## config.mk

```make
export PLATFORM = sky130hd
export DESIGN_NAME = serializer
export DESIGN_NICKNAME = d
export VERILOG_FILES = /design/src/rtl/serializer_pkg.sv /design/src/rtl/serializer.sv
export SDC_FILE = /design/constraint.sdc
export NUM_CORES = 1
export LEC_CHECK = 0
export CAP_MARGIN = 20
export CORE_MARGIN = 2
export CORE_UTILIZATION = 47
export DETAILED_ROUTE_END_ITERATION = 16
export MAX_ROUTING_LAYER = met4
export PLACE_DENSITY = 0.77
export SYNTH_ARGS = -nofsm -noshare
export SYNTH_HDL_FRONTEND = slang
export SYNTH_SLANG_ARGS = --single-unit
```

## constraint.sdc

```tcl
create_clock -name clock_10 -period 1.9 [get_ports clock_10]
set_input_delay 0.57 -clock clock_10 [delete_from_list [all_inputs] [get_ports clock_10]]
set_output_delay 0.57 -clock clock_10 [all_outputs]
set_load 0.05 [all_outputs]
```

## src/rtl/serializer_pkg.sv

```systemverilog
// rtl/serializer_pkg.sv - shared types, constants and helpers for the serializer
package serializer_pkg;

    typedef enum logic [1:0] {
        IDLE  = 2'd0,
        SHIFT = 2'd1,
        DONE  = 2'd2
    } ser_state_t;

    localparam int SER_WIDTH = 8;

    // Even parity of a word; narrower words are zero-extended by the caller,
    // which leaves the XOR reduction unchanged.
    function automatic logic even_parity(input logic [63:0] word);
        return ^word;
    endfunction

endpackage

```

## src/rtl/serializer.sv

```systemverilog
// rtl/serializer.sv - parallel-to-serial converter with per-bit ack; optional parity via SERIALIZER_PARITY_EN
module serializer
    import serializer_pkg::*;
#(
    parameter int WIDTH     = SER_WIDTH,
    parameter bit MSB_FIRST = 1'b1
) (
    input  logic                          clock_10,
    input  logic                          reset,
    input  logic [WIDTH-1:0]              data_in,
    input  logic                          write_in,
    output logic                          status_out,
    output logic                          data_out,
    output logic                          valid_out,
    input  logic                          ack_in,
    output logic                          done_out,
    output logic [$clog2(WIDTH+2)-1:0]    bit_cnt_out
);

`ifdef SERIALIZER_PARITY_EN
    localparam int TOTAL = WIDTH + 1;
`else
    localparam int TOTAL = WIDTH;
`endif
    localparam int CW = $clog2(WIDTH + 2);

    ser_state_t        state, state_next;
    logic [TOTAL-1:0]  sreg;
    logic [TOTAL-1:0]  load_word;
    logic [CW-1:0]     cnt;
    logic              out_bit;
    logic              last_ack;

    // Word image loaded at capture; the parity bit sits at the far end from
    // the output so it leaves after all data bits.
    always_comb begin
`ifdef SERIALIZER_PARITY_EN
        logic par;
        par = even_parity(64'(data_in));
        load_word = MSB_FIRST ? {data_in, par} : {par, data_in};
`else
        load_word = data_in;
`endif
    end

    assign out_bit     = MSB_FIRST ? sreg[TOTAL-1] : sreg[0];
    assign last_ack    = ack_in && (cnt == CW'(TOTAL - 1));
    assign bit_cnt_out = cnt;

    // State register; reset drops any partial word without a done pulse.
    always_ff @(posedge clock_10 or negedge reset) begin
        if (!reset) begin
            state <= IDLE;
        end else begin
            state <= state_next;
        end
    end

    // Next-state and handshake outputs; data_out is forced low unless a bit is valid.
    always_comb begin
        state_next = state;
        status_out = 1'b0;
        valid_out  = 1'b0;
        done_out   = 1'b0;
        case (state)
            IDLE: begin
                status_out = 1'b1;
                if (write_in) state_next = SHIFT;
            end
            SHIFT: begin
                valid_out = 1'b1;
                if (last_ack) state_next = DONE;
            end
            DONE: begin
                done_out   = 1'b1;
                state_next = IDLE;
            end
            default: state_next = IDLE;
        endcase
        data_out = valid_out & out_bit;
    end

    // Shift register and acked-bit counter; writes outside IDLE and acks
    // outside SHIFT have no effect.
    always_ff @(posedge clock_10 or negedge reset) begin
        if (!reset) begin
            sreg <= '0;
            cnt  <= '0;
        end else begin
            case (state)
                IDLE: begin
                    if (write_in) begin
                        sreg <= load_word;
                        cnt  <= '0;
                    end
                end
                SHIFT: begin
                    if (ack_in) begin
                        sreg <= MSB_FIRST ? {sreg[TOTAL-2:0], 1'b0}
                                          : {1'b0, sreg[TOTAL-1:1]};
                        cnt  <= cnt + CW'(1);
                    end
                end
                default: ;
            endcase
        end
    end

endmodule

```

* After elaboration in Yosys (flattened, before gate mapping) *
Index checks and enable logic that the tools add are counted.

word-level totals
  register bits after elaboration = 14
  input port bits = 12
  output and inout port bits = 8
  logic and storage cells = 28

operators by class
  add/sub/neg operators = 1
  eq/ne operators = 6
  multiplexer cells = 12
  bitwise operators = 1
  reduce and logical (&&, ||, !) cells = 5

operator list
  operator             count
  $mux 8               2
  $pmux 8 s2           1
  $mux 4               2
  $pmux 4 s2           1
  $ne 2x2->1 const B   3
  $add 4x1->4 const B  1
  $eq 4x3->1 const B   1
  $mux 2               2
  $pmux 2 s2           1
  $mux 1               3
  $reduce_and 3->1     1
  $eq 2x1->1 const B   1
  $eq 2x2->1 const B   1
  $logic_not 2->1      1
  $reduce_and 2->1     1
  $reduce_bool 2->1    1
  $and 1x1->1          1
  $logic_and 1x1->1    1

* Depth between registers and ports, before layout *
  depth after elaboration = 4
  depth in mapped cells = 5
  gate-level depth less buffers = 4

* Worst setup path before layout *
Ideal clock, no wire load.

  path kind = flip-flop to output port
  start point = register state[0]
  end point = output port done_out
  data arrival time = 1.285 ns
  data required time = 1.330 ns
  slack = 0.045 ns
  stages on the path, launching flop included = 3
  buffers on the path = 1
  cells stage by stage = dfrtp_1 > buf_2 > nor2b_1

on the way
  word-level cells in the longest chain between the ends = 2

ends and longest elaborated chain
  element                   RTL line          text
  start: declaration        serializer.sv:27  ser_state_t state, state_next;
  start signal: assignment  serializer.sv:55  state <= state_next;
  $eq 2x2->1                serializer.sv:65  case (state)
  $mux 1                    serializer.sv:65
  end: declaration          serializer.sv:16  output logic done_out,

No other way between the ends.

* Worst setup path in the final report *
Ends and elaborated chain as after synthesis.

==> results.md <==
- Final Net Count: 102
- Slew of the pin with the lowest slew margin: 0.366 ns
- Period minus WS final: 1.85 ns
- Setup Viol. Count Final: 0
- Initial antenna violation count: 0
- Hold path startpoint: sreg[7]$_DFFE_PN0P_
- Syn avg cell area: 12.9 sq um
- Worst-path cell chain: buf_4, nor2b_1, buf_12
- Placed cell count: 100
- Slew Viols, Final: 0
- Fin. Hold Viols: 0
- Final WL: 1550 microns
- Post-Synthesis Net Count: 75
- Peak supply drop: 0.00113 V
- Unique masters post-synth: 26
- Clock Latency Late Sink: 0.28 ns
- CTS Buf Count: 3
- Post-synthesis sequential area ratio: 43.8%
- Post-route clock period utilization: 97.1%
- Yosys top cell by area: dfrtp_1
- Fraction of registers with async set/reset: 100%
- Final Power: 1.84 mW
- Mapped cell area: 801 sq um
- Top-area cell type share of the netlist area: 43.8%
- Number of inserted diodes: 0
- Combinational power share: 62.3%
- Share of post-route cells with drive strength above 1: 40.2%
- P&R area growth vs syn: 38.9%
- Max Cap Viol: 0
- Chip width: 45.3 microns
- Via-per-instance ratio: 5.38
- CP Max Fanout: 11
- Critical Path RT: 1.33 ns
- NetSw: 739 uW
- Clk pwr share: 9.2%
- CP startpoint kind: flip-flop
- # port buffers: 19
- # DRC: 0
- Crit path DAT: 1.28 ns
- Tightest Hold Check Type: flip-flop to flip-flop
- TritonCTS clock tree: built
- GRT Residual Overflow: 0
- Filler cells: 130
- Max stage delay cell, worst path: dfrtp_1
- WL per Instance: 15.0 microns
- Die Ht: 45.3 microns
- Max Freq: 542 MHz
- Placer Congestion: 0.762
- GRT Total Usage: 19.4%
- Status: complete, no violations
- Leading post-synthesis cells by cell area: dfrtp_1 44%, mux2_4 22%, mux2_2 4.2%
- Crit. Startpoint: state[0]$_DFFE_PN0P_
- Final setup margin: 0.0550 ns
- Non-Filler Instances: 103
- Setup WS pre-CTS: -0.0147 ns
- Post-layout util: 71.3%
- Sequential share of power: 28.5%
- Initial core utilization: 51.4%
- Internal reg-to-reg setup slack: 0.41 ns
- Vias: 554
- H-tree depth: 1
- Clock buffer depth: 2
- Core area: 1560 sq um
- Max-slew headroom: 75.6%
- Crit-path max cell delay: 0.42 ns
- Internal power: 1.10 mW
- CTS Sinks: 14
- Vias in the first global route: 577
- RSZ-0062 raised after global routing: no
- Yosys warns: 0
- DR iter-0 viols: 7
- Sw frac: 40.1%
- Pwr dens: 1650 nW/um^2
- FP Rows: 14
- Kind of critical path: flip-flop to output port
- Dpl hpwl: 1210 microns
- Crit-path leading delay family: flip-flops
- I/O pin total: 20
- Pin count of the biggest net entering global routing: 15
- Die area: 2050 sq um
- Register bit count reported by yosys: 14
- First-pass GRT wire length: 2550 microns
- Drt first pass iters: 3
- RR Startpoint: state[0]$_DFFE_PN0P_
- Reg clk slew, reported paths: 0.08 ns
- Type of destination of the critical path: output port
- CP Buf/Inv Count: 2
- Post-synth EDFFs: 0
- Leakage power: 0.544 nW
- Worst Skew: 0.00220 ns
- Final ANT Viol Nets: 0
- Most common flop cell mapped by yosys: dfrtp_1
- Post-Syn Instances: 62
- Clock root cell: clkbuf_4
-- sequential cells by signal, indices dropped and copies added, names as in the netlist --
register and cells:
bit_cnt_out 4, sreg 8, state 2
-- cell type report --
cell class / count / area (sq um) / area share [%]
timing repair buffer: 24 / 283 / 25.4
tap: 16 / 20.0 / 1.80
multi-input combinational: 43 / 420 / 37.8
sequential: 14 / 350 / 31.5
inverter: 3 / 16.3 / 1.46
clock buffer: 3 / 22.5 / 2.02
-- layout by cell type, fill, tap and decap left out, drive strengths merged, types with 3 or more instances in the layout --
cell	instances
mux2	15
dfrtp	14
buf	13
clkdlybuf4s50	11
mux2i	3
a22o	3
clkbuf	3
nor2	3
inv	3
-- path summary, 6_finish.rpt --
path	cells after the start	end
worst min register to register	1	sreg[7]$_DFFE_PN0P_
min in group asynchronous	2	sreg[7]$_DFFE_PN0P_
max in group asynchronous	2	bit_cnt_out[1]$_DFFE_PN0P_
worst min-delay path	1	sreg[7]$_DFFE_PN0P_
worst max register to register	4	sreg[2]$_DFFE_PN0P_
worst max-delay path	3	done_out
-- metal layers --
layer | track usage [%] | wire [microns]
met1 | 23.5 | 715
met2 | 27.7 | 732
met3 | 3.60 | 44
met4 | 15.9 | 57
met5 | - | 0
-- Yosys cell counts (2+ instances only) --
| cell | number |
|---|---|
| dfrtp_1 | 14 |
| mux2_4 | 12 |
| a22o_1 | 3 |
| mux2_2 | 3 |
| mux2i_1 | 3 |
| and2_1 | 2 |
| inv_1 | 2 |
| nand2_1 | 2 |
| nor2_1 | 2 |
| nor2b_1 | 2 |
| o21ai_0 | 2 |
-- timing repair --
action,in CTS,in global routing
endpoints found under the setup margin,0,1
resized for setup,0,1
buffers inserted,0,0
hold buffers,0,0
-- worst register-to-register path: stages, from the launching register on --
cell     delay (ns)
dfrtp_1        0.42
buf_4          0.19
mux2i_1        0.15
nor2_4         0.25
mux2_2         0.37
-- kinds of logic (layout without fill, tap and decap cells) --
| group | count (synthesis) | count (layout) | synth area share [%] |
|---|---|---|---|
| compound gates | 9 | 9 | 7.97 |
| fa+ha+maj | 1 | 1 | 1.56 |
| buf+inv | 5 | 30 | 4.06 |
| flops | 14 | 14 | 43.8 |
| mux | 18 | 18 | 30.5 |
| simple gates | 15 | 15 | 12.2 |
-- power groups by stage --
stage	Sequential (mW)	Clock, mW	Combinational, mW
6_report	0.525	0.169	1.15
5_1_grt	0.542	0.181	1.21
4_1_cts	0.528	0.172	1.14
3_5_place_dp	0.532	0	1.14
3_3_place_gp	0.522	0	1.13
2_1_floorplan	0.632	0	0.641
-- metrics by stage --
step	setup TNS [ns]	hold slack, ns	instance area, sq um
final	0	0.516	1110
after global routing	0	0.539	1110
after CTS	0	0.513	1110
after detailed placement	-0.0147	0.489	1090
after global placement	0	0.491	1090
after floorplan	0	0.274	801
Power figures use the tool's default switching activity.
